`src/rtl/sar_pkg.sv`:
```
// sar_pkg: shared state type and default parameters for the SAR conversion controller.
package sar_pkg;

    // Controller phases: idle, input sampling, bit-by-bit conversion
    typedef enum logic [1:0] {
        ST_IDLE    = 2'd0,
        ST_SAMPLE  = 2'd1,
        ST_CONVERT = 2'd2
    } sar_state_t;

    localparam int DEF_WIDTH      = 8;
    localparam int DEF_NCH        = 4;
    localparam int DEF_SAMPLE_CYC = 2;

    // Sample-phase counter width; covers SAMPLE_CYC up to 15
    localparam int CNT_W = 4;

    // Channel index width, at least one bit even for a single channel
    function automatic int ch_width(input int nch);
        return (nch > 1) ? $clog2(nch) : 1;
    endfunction

endpackage

```
`src/rtl/sar_reg.sv`:
```
// sar_reg: successive-approximation register with a one-hot bit pointer.
// load clears the kept bits and points at the MSB; each trial resolves the
// pointed bit from cmp and moves the pointer one place towards the LSB.
module sar_reg
    import sar_pkg::*;
#(
    parameter int WIDTH = DEF_WIDTH
) (
    input  logic             clk,
    input  logic             rst,
    input  logic             load,
    input  logic             trial,
    input  logic             cmp,
    output logic [WIDTH-1:0] trial_code,
    output logic [WIDTH-1:0] result,
    output logic             last
);

    logic [WIDTH-1:0] kept;
    logic [WIDTH-1:0] ptr;

    // Kept bits and bit pointer: cleared on load, resolved one bit per trial
    always_ff @(posedge clk) begin
        if (rst) begin
            kept <= '0;
            ptr  <= '0;
        end else if (load) begin
            kept <= '0;
            ptr  <= {1'b1, {(WIDTH-1){1'b0}}};
        end else if (trial) begin
            if (cmp) begin
                kept <= kept | ptr;
            end
            ptr <= ptr >> 1;
        end
    end

    // Trial code is the kept bits plus the bit under test; the result folds
    // in the decision for the current bit so it is ready at the final edge
    always_comb begin
        trial_code = kept | ptr;
        result     = cmp ? (kept | ptr) : kept;
        last       = ptr[0];
    end

endmodule

```
`src/rtl/sar_ctrl.sv`:
```
// sar_ctrl: SAR ADC conversion controller (sample, then MSB-first binary
// search) with a channel mux and a valid/ready result port.
// Optional feature macro SAR_CONT_EN: when defined, start acts as a level
// enable and back-to-back conversions run on the latched channel.
module sar_ctrl
    import sar_pkg::*;
#(
    parameter int WIDTH      = DEF_WIDTH,
    parameter int NCH        = DEF_NCH,
    parameter int SAMPLE_CYC = DEF_SAMPLE_CYC
) (
    input  logic                                    clk,
    input  logic                                    rst,
    input  logic                                    start,
    input  logic [((NCH > 1) ? $clog2(NCH) : 1)-1:0] ch_sel,
    input  logic                                    cmp,
    output logic                                    samp,
    output logic [NCH-1:0]                          ch_mux,
    output logic [WIDTH-1:0]                        dac,
    output logic                                    busy,
    output logic [WIDTH-1:0]                        dout,
    output logic [((NCH > 1) ? $clog2(NCH) : 1)-1:0] dout_ch,
    output logic                                    dout_valid,
    input  logic                                    dout_ready,
    output logic                                    overrun
);

    localparam int CH_W = ch_width(NCH);

    sar_state_t       state;
    sar_state_t       next_state;
    logic [CNT_W-1:0] samp_cnt;
    logic [CH_W-1:0]  ch_lat;
    logic [CH_W-1:0]  ch_clamped;
    logic             ch_load;
    logic             sar_load;
    logic             sar_trial;
    logic             sar_last;
    logic             result_load;
    logic [WIDTH-1:0] trial_code;
    logic [WIDTH-1:0] result;

    sar_reg #(
        .WIDTH(WIDTH)
    ) u_sar_reg (
        .clk        (clk),
        .rst        (rst),
        .load       (sar_load),
        .trial      (sar_trial),
        .cmp        (cmp),
        .trial_code (trial_code),
        .result     (result),
        .last       (sar_last)
    );

    // Out-of-range channel requests fall back to the highest channel
    always_comb begin
        ch_clamped = ch_sel;
        if (int'(ch_sel) >= NCH) begin
            ch_clamped = CH_W'(NCH - 1);
        end
    end

    // State register; reset overrides everything and abandons any conversion
    always_ff @(posedge clk) begin
        if (rst) begin
            state <= ST_IDLE;
        end else begin
            state <= next_state;
        end
    end

    // Next-state logic and SAR control strobes
    always_comb begin
        next_state  = state;
        ch_load     = 1'b0;
        sar_load    = 1'b0;
        sar_trial   = 1'b0;
        result_load = 1'b0;
        case (state)
            ST_IDLE: begin
                if (start) begin
                    ch_load    = 1'b1;
                    next_state = ST_SAMPLE;
                end
            end
            ST_SAMPLE: begin
                sar_load = 1'b1;
                if (samp_cnt == CNT_W'(SAMPLE_CYC - 1)) begin
                    next_state = ST_CONVERT;
                end
            end
            ST_CONVERT: begin
                sar_trial = 1'b1;
                if (sar_last) begin
                    result_load = 1'b1;
`ifdef SAR_CONT_EN
                    next_state  = start ? ST_SAMPLE : ST_IDLE;
`else
                    next_state  = ST_IDLE;
`endif
                end
            end
            default: begin
                next_state = ST_IDLE;
            end
        endcase
    end

    // Sample-phase cycle counter, idle at zero outside SAMPLE
    always_ff @(posedge clk) begin
        if (rst) begin
            samp_cnt <= '0;
        end else if (state == ST_SAMPLE) begin
            samp_cnt <= samp_cnt + CNT_W'(1);
        end else begin
            samp_cnt <= '0;
        end
    end

    // Channel latch, captured only when a conversion is accepted from IDLE
    always_ff @(posedge clk) begin
        if (rst) begin
            ch_lat <= '0;
        end else if (ch_load) begin
            ch_lat <= ch_clamped;
        end
    end

    // Analog-side outputs decoded from the current phase
    always_comb begin
        samp   = (state == ST_SAMPLE);
        busy   = (state != ST_IDLE);
        dac    = (state == ST_CONVERT) ? trial_code : '0;
        ch_mux = '0;
        if (state != ST_IDLE) begin
            ch_mux[ch_lat] = 1'b1;
        end
    end

    // Result port: load on conversion end, clear on handshake, flag overwrite
    always_ff @(posedge clk) begin
        if (rst) begin
            dout       <= '0;
            dout_ch    <= '0;
            dout_valid <= 1'b0;
            overrun    <= 1'b0;
        end else begin
            overrun <= 1'b0;
            if (result_load) begin
                dout       <= result;
                dout_ch    <= ch_lat;
                dout_valid <= 1'b1;
                overrun    <= dout_valid && !dout_ready;
            end else if (dout_valid && dout_ready) begin
                dout_valid <= 1'b0;
            end
        end
    end

endmodule

```
`config.mk`:
```
export PLATFORM = sky130hd
export DESIGN_NAME = sar_ctrl
export DESIGN_NICKNAME = d
export VERILOG_FILES = /design/src/rtl/sar_pkg.sv /design/src/rtl/sar_reg.sv /design/src/rtl/sar_ctrl.sv
export SDC_FILE = /design/constraint.sdc
export NUM_CORES = 1
export LEC_CHECK = 0
export ABC_AREA = 1
export CAP_MARGIN = 5
export CORE_UTILIZATION = 40
export CTS_CLUSTER_SIZE = 30
export DETAILED_ROUTE_END_ITERATION = 6
export GPL_TIMING_DRIVEN = 0
export PLACE_DENSITY = 0.7
export RECOVER_POWER = 25
export SLEW_MARGIN = 20
export SYNTH_ARGS = -nofsm -noshare
export SYNTH_HDL_FRONTEND = slang
export SYNTH_SLANG_ARGS = --single-unit
```
`constraint.sdc`:
```
create_clock -name clk -period 1.2 [get_ports clk]
set_input_delay 0.12 -clock clk [delete_from_list [all_inputs] [get_ports clk]]
set_output_delay 0.12 -clock clk [all_outputs]
set_load 0.005 [all_outputs]
```
==> run summary <==
Crit-path slowest cell = dfxtp_4
Crit path max fanout = 5
Initial cell density of the core = 42.2%
CTS Buffer Depth = 2
R2r startpoint = state[0]$_SDFFE_PP0P_
Status = complete, but fails checks
Fin Setup TNS = -5520 ps
Global-route wire length before repair = 6.50 mm
Final instance area = 0.00251 mm2
Hold_sp = cmp
Synthesized instance count = 183
Hold Path Sink = dout[0]$_SDFFE_PP0P_
Vias in the first global route = 1416
RSZ-0062 raised after global routing = yes
ANT nets after route = 0
Clock latency on the worst-skew pair = 290 ps
Max-Cap Viols = 0
Top cell type's share of synthesized area = 46.3%
Dominant cells by area after synthesis = dfxtp_1 (46%), nor2_1 (7.2%), a21oi_1 (6.4%)
Failing checks = setup timing
Drt wl/cell = 14.5 um
Gr usage total = 21.1%
Gpl congestion = 0.737
Reg power frac = 32.1%
Final Max Tran Viols = 0
Synthesized cell area = 0.00156 mm2
Peak supply drop = 1.29 mV
R2r worst-path depth = 9
Final Critical Period = 1390 ps
Sw frac = 37.9%
Tightest Hold Check Type = in -> reg
CP Data Arrival Time = 1270 ps
Root buf cell = clkbuf_8
Area after DPL = 0.00193 mm2
Crit path from = state[0]$_SDFFE_PP0P_
Setup Crit Path Kind = reg -> out
Crit path buf inv count = 4
Vias = 1478
Hold_ws = 237 ps
DR vias/cell = 5.04
Avg Inst Size Synth = 8.51 um2
# hold bufs at CTS = 0
Antenna cells = 0
Die H = 64.4 um
Yosys reg bits = 36
Iter 0 DRT Violations = 55
Die W = 64.4 um
Max transition margin = 79.1%
Setup ws final = -186 ps
FP Rows = 22
Worst hold stages = 3
Final setup viols = 45
Power Density = 1900 mW/mm2
Drt first pass iters = 4
Final period util = 116%
Unique masters post-synth = 25
Critical-path cell list = inv_4 > ha_4 > inv_6 > buf_8 > nor2_4 > buf_2
Yosys top cell by area = dfxtp_1
Final Hold Fails = 0
Core Util, Final = 68.0%
WL final = 4.24 mm
Fmax = 721 MHz
Worst Max-Slew Pin Slew = 314 ps
TritonCTS Buffers = 5
CTS tree = done
Worst setup EP type = primary output
Capturing point of the worst reg2reg path = dout[1]$_SDFFE_PP0P_
Core Area = 0.00369 mm2
Layout cell share with drive strength beyond 1 = 57.1%
Area Growth Syn to Fin = 61.3%
Clock Power Share = 18.8%
Sw Pwr = 1.81 mW
Crit path largest cell delay = 360 ps
Largest net degree at the start of global routing = 12
Critical Path RT = 1080 ps
Initial antenna violation count = 0
Congestion Overflow GR = 0
I/O pins = 33
H-tree levels = 2
Nets = 257
PnR Total Power = 4.77 mW
Residual DRC count = 0
TritonCTS Sinks = 36
P_leak = 1.04 nW
Clk_skew = 3.83 ps
PortBufs = 31
Overall die area = 0.00414 mm2
Cell family with most CP delay = flip-flops
Internal power = 2.96 mW
Seq/Total Area, Yosys = 46.3%
R2r setup slk = -160 ps
DP HPWL = 2.20 mm
Setup crit start kind = flip-flop
Mapped Nets = 196
Combinational fraction of design power = 49.1%
Syn. warnings = 0
Clock transition at path regs = 70 ps
==> stage by stage <==
step | setup WS [ps] | instances
2_1_floorplan | 4.35 | 183
3_3_place_gp | -473 | 262
3_5_place_dp | -472 | 262
4_1_cts | -238 | 290
5_1_grt | -236 | 293
6_report | -186 | 293
==> timing repair <==
| item | CTS | global route |
|---|---|---|
| pin swaps | 25 | 7 |
| setup buffers | 17 | 4 |
| cloned | 4 | 0 |
| setup endpoints to repair | 51 | 45 |
| resized for setup | 146 | 41 |
==> worst max path at each step <==
stage                            to  slack [ps]  cells past startpoint
3_5_place_dp                 dac[2]        -470                      7
2_1_floorplan  dout[1]$_SDFFE_PP0P_           4                      8
4_1_cts                      dac[1]        -240                      7
3_3_place_gp                 dac[2]        -470                      7
5_1_grt                   ch_mux[2]        -240                      5
6_report                     dac[5]        -190                      6
==> cell type report <==
class                   instances  area (um2)
plain buffers                   7        93.8
clock buffers                   7        86.3
clock inverters                 1        7.51
fillers                       279        1180
inverters                      19        88.8
multi-input cells             120         948
flip-flops and latches         36         734
well taps                      48        60.1
repair buffers                 55         490
==> cell usage after synthesis <==
cell type	number
a211oi_2	1
a21oi_1	20
a21oi_2	9
buf_12	1
buf_2	1
buf_4	3
buf_6	2
buf_8	1
dfxtp_1	36
ha_1	6
inv_1	16
inv_2	2
inv_4	1
nand2_1	16
nand2_4	1
nand3_1	2
nor2_1	30
nor2_2	1
nor3_1	5
nor4_1	1
o21ai_0	15
o21ai_1	2
o21ai_2	9
or2_0	1
xnor2_1	1
==> routing by layer <==
metal	GRT usage [%]	up-vias	share of wire (%)
met5	0	-	0
met4	8.33	0	2.3
met3	5.54	12	3.9
met2	36.4	34	52
met1	24.5	706	42
li1	-	726	-
==> kinds of logic after synthesis <==
logic type	synth area share, %
AOI/OAI and AO/OA	22.8
xor gates and xnor gates	0.563
adders and majority gates	4.82
buffers and inverters	10.2
DFF	46.3
and+or+nand+nor	15.3
==> power groups by stage <==
stage	Sequential (mW)	Combinational [mW]	Clock [mW]
2_1_floorplan	1.48	0.810	0
3_3_place_gp	1.50	1.19	0
3_5_place_dp	1.50	1.20	0
4_1_cts	1.50	1.94	0.908
5_1_grt	1.55	2.52	0.966
6_report	1.53	2.34	0.898
==> cell usage in the layout, fill, tap and decap left out, drive strengths merged <==
master,n
or2,1
nor3,5
nor4,1
clkdlybuf4s50,5
a21oi,29
buf,44
o21ai,26
dlygate4sd2,12
ha,6
nand2,17
a211oi,1
clkinvlp,1
inv,19
clkbuf,8
xnor2,1
dfxtp,36
nor2,31
nand3,2
==> flip-flops by register name, indices dropped and copies added (netlist names) <==
register,flops
dout,8
overrun,1
state,2
u_sar_reg.kept,8
samp_cnt,4
u_sar_reg.ptr,8
dout_valid,1
dout_ch,2
ch_lat,2
==> tightest hold or removal path, delay by kind of cell <==
kind	cells	cell delay, ps
buffers and inverters	1	230
AND/OR/NAND/NOR	2	140
(Power assumes the default switching activity.)
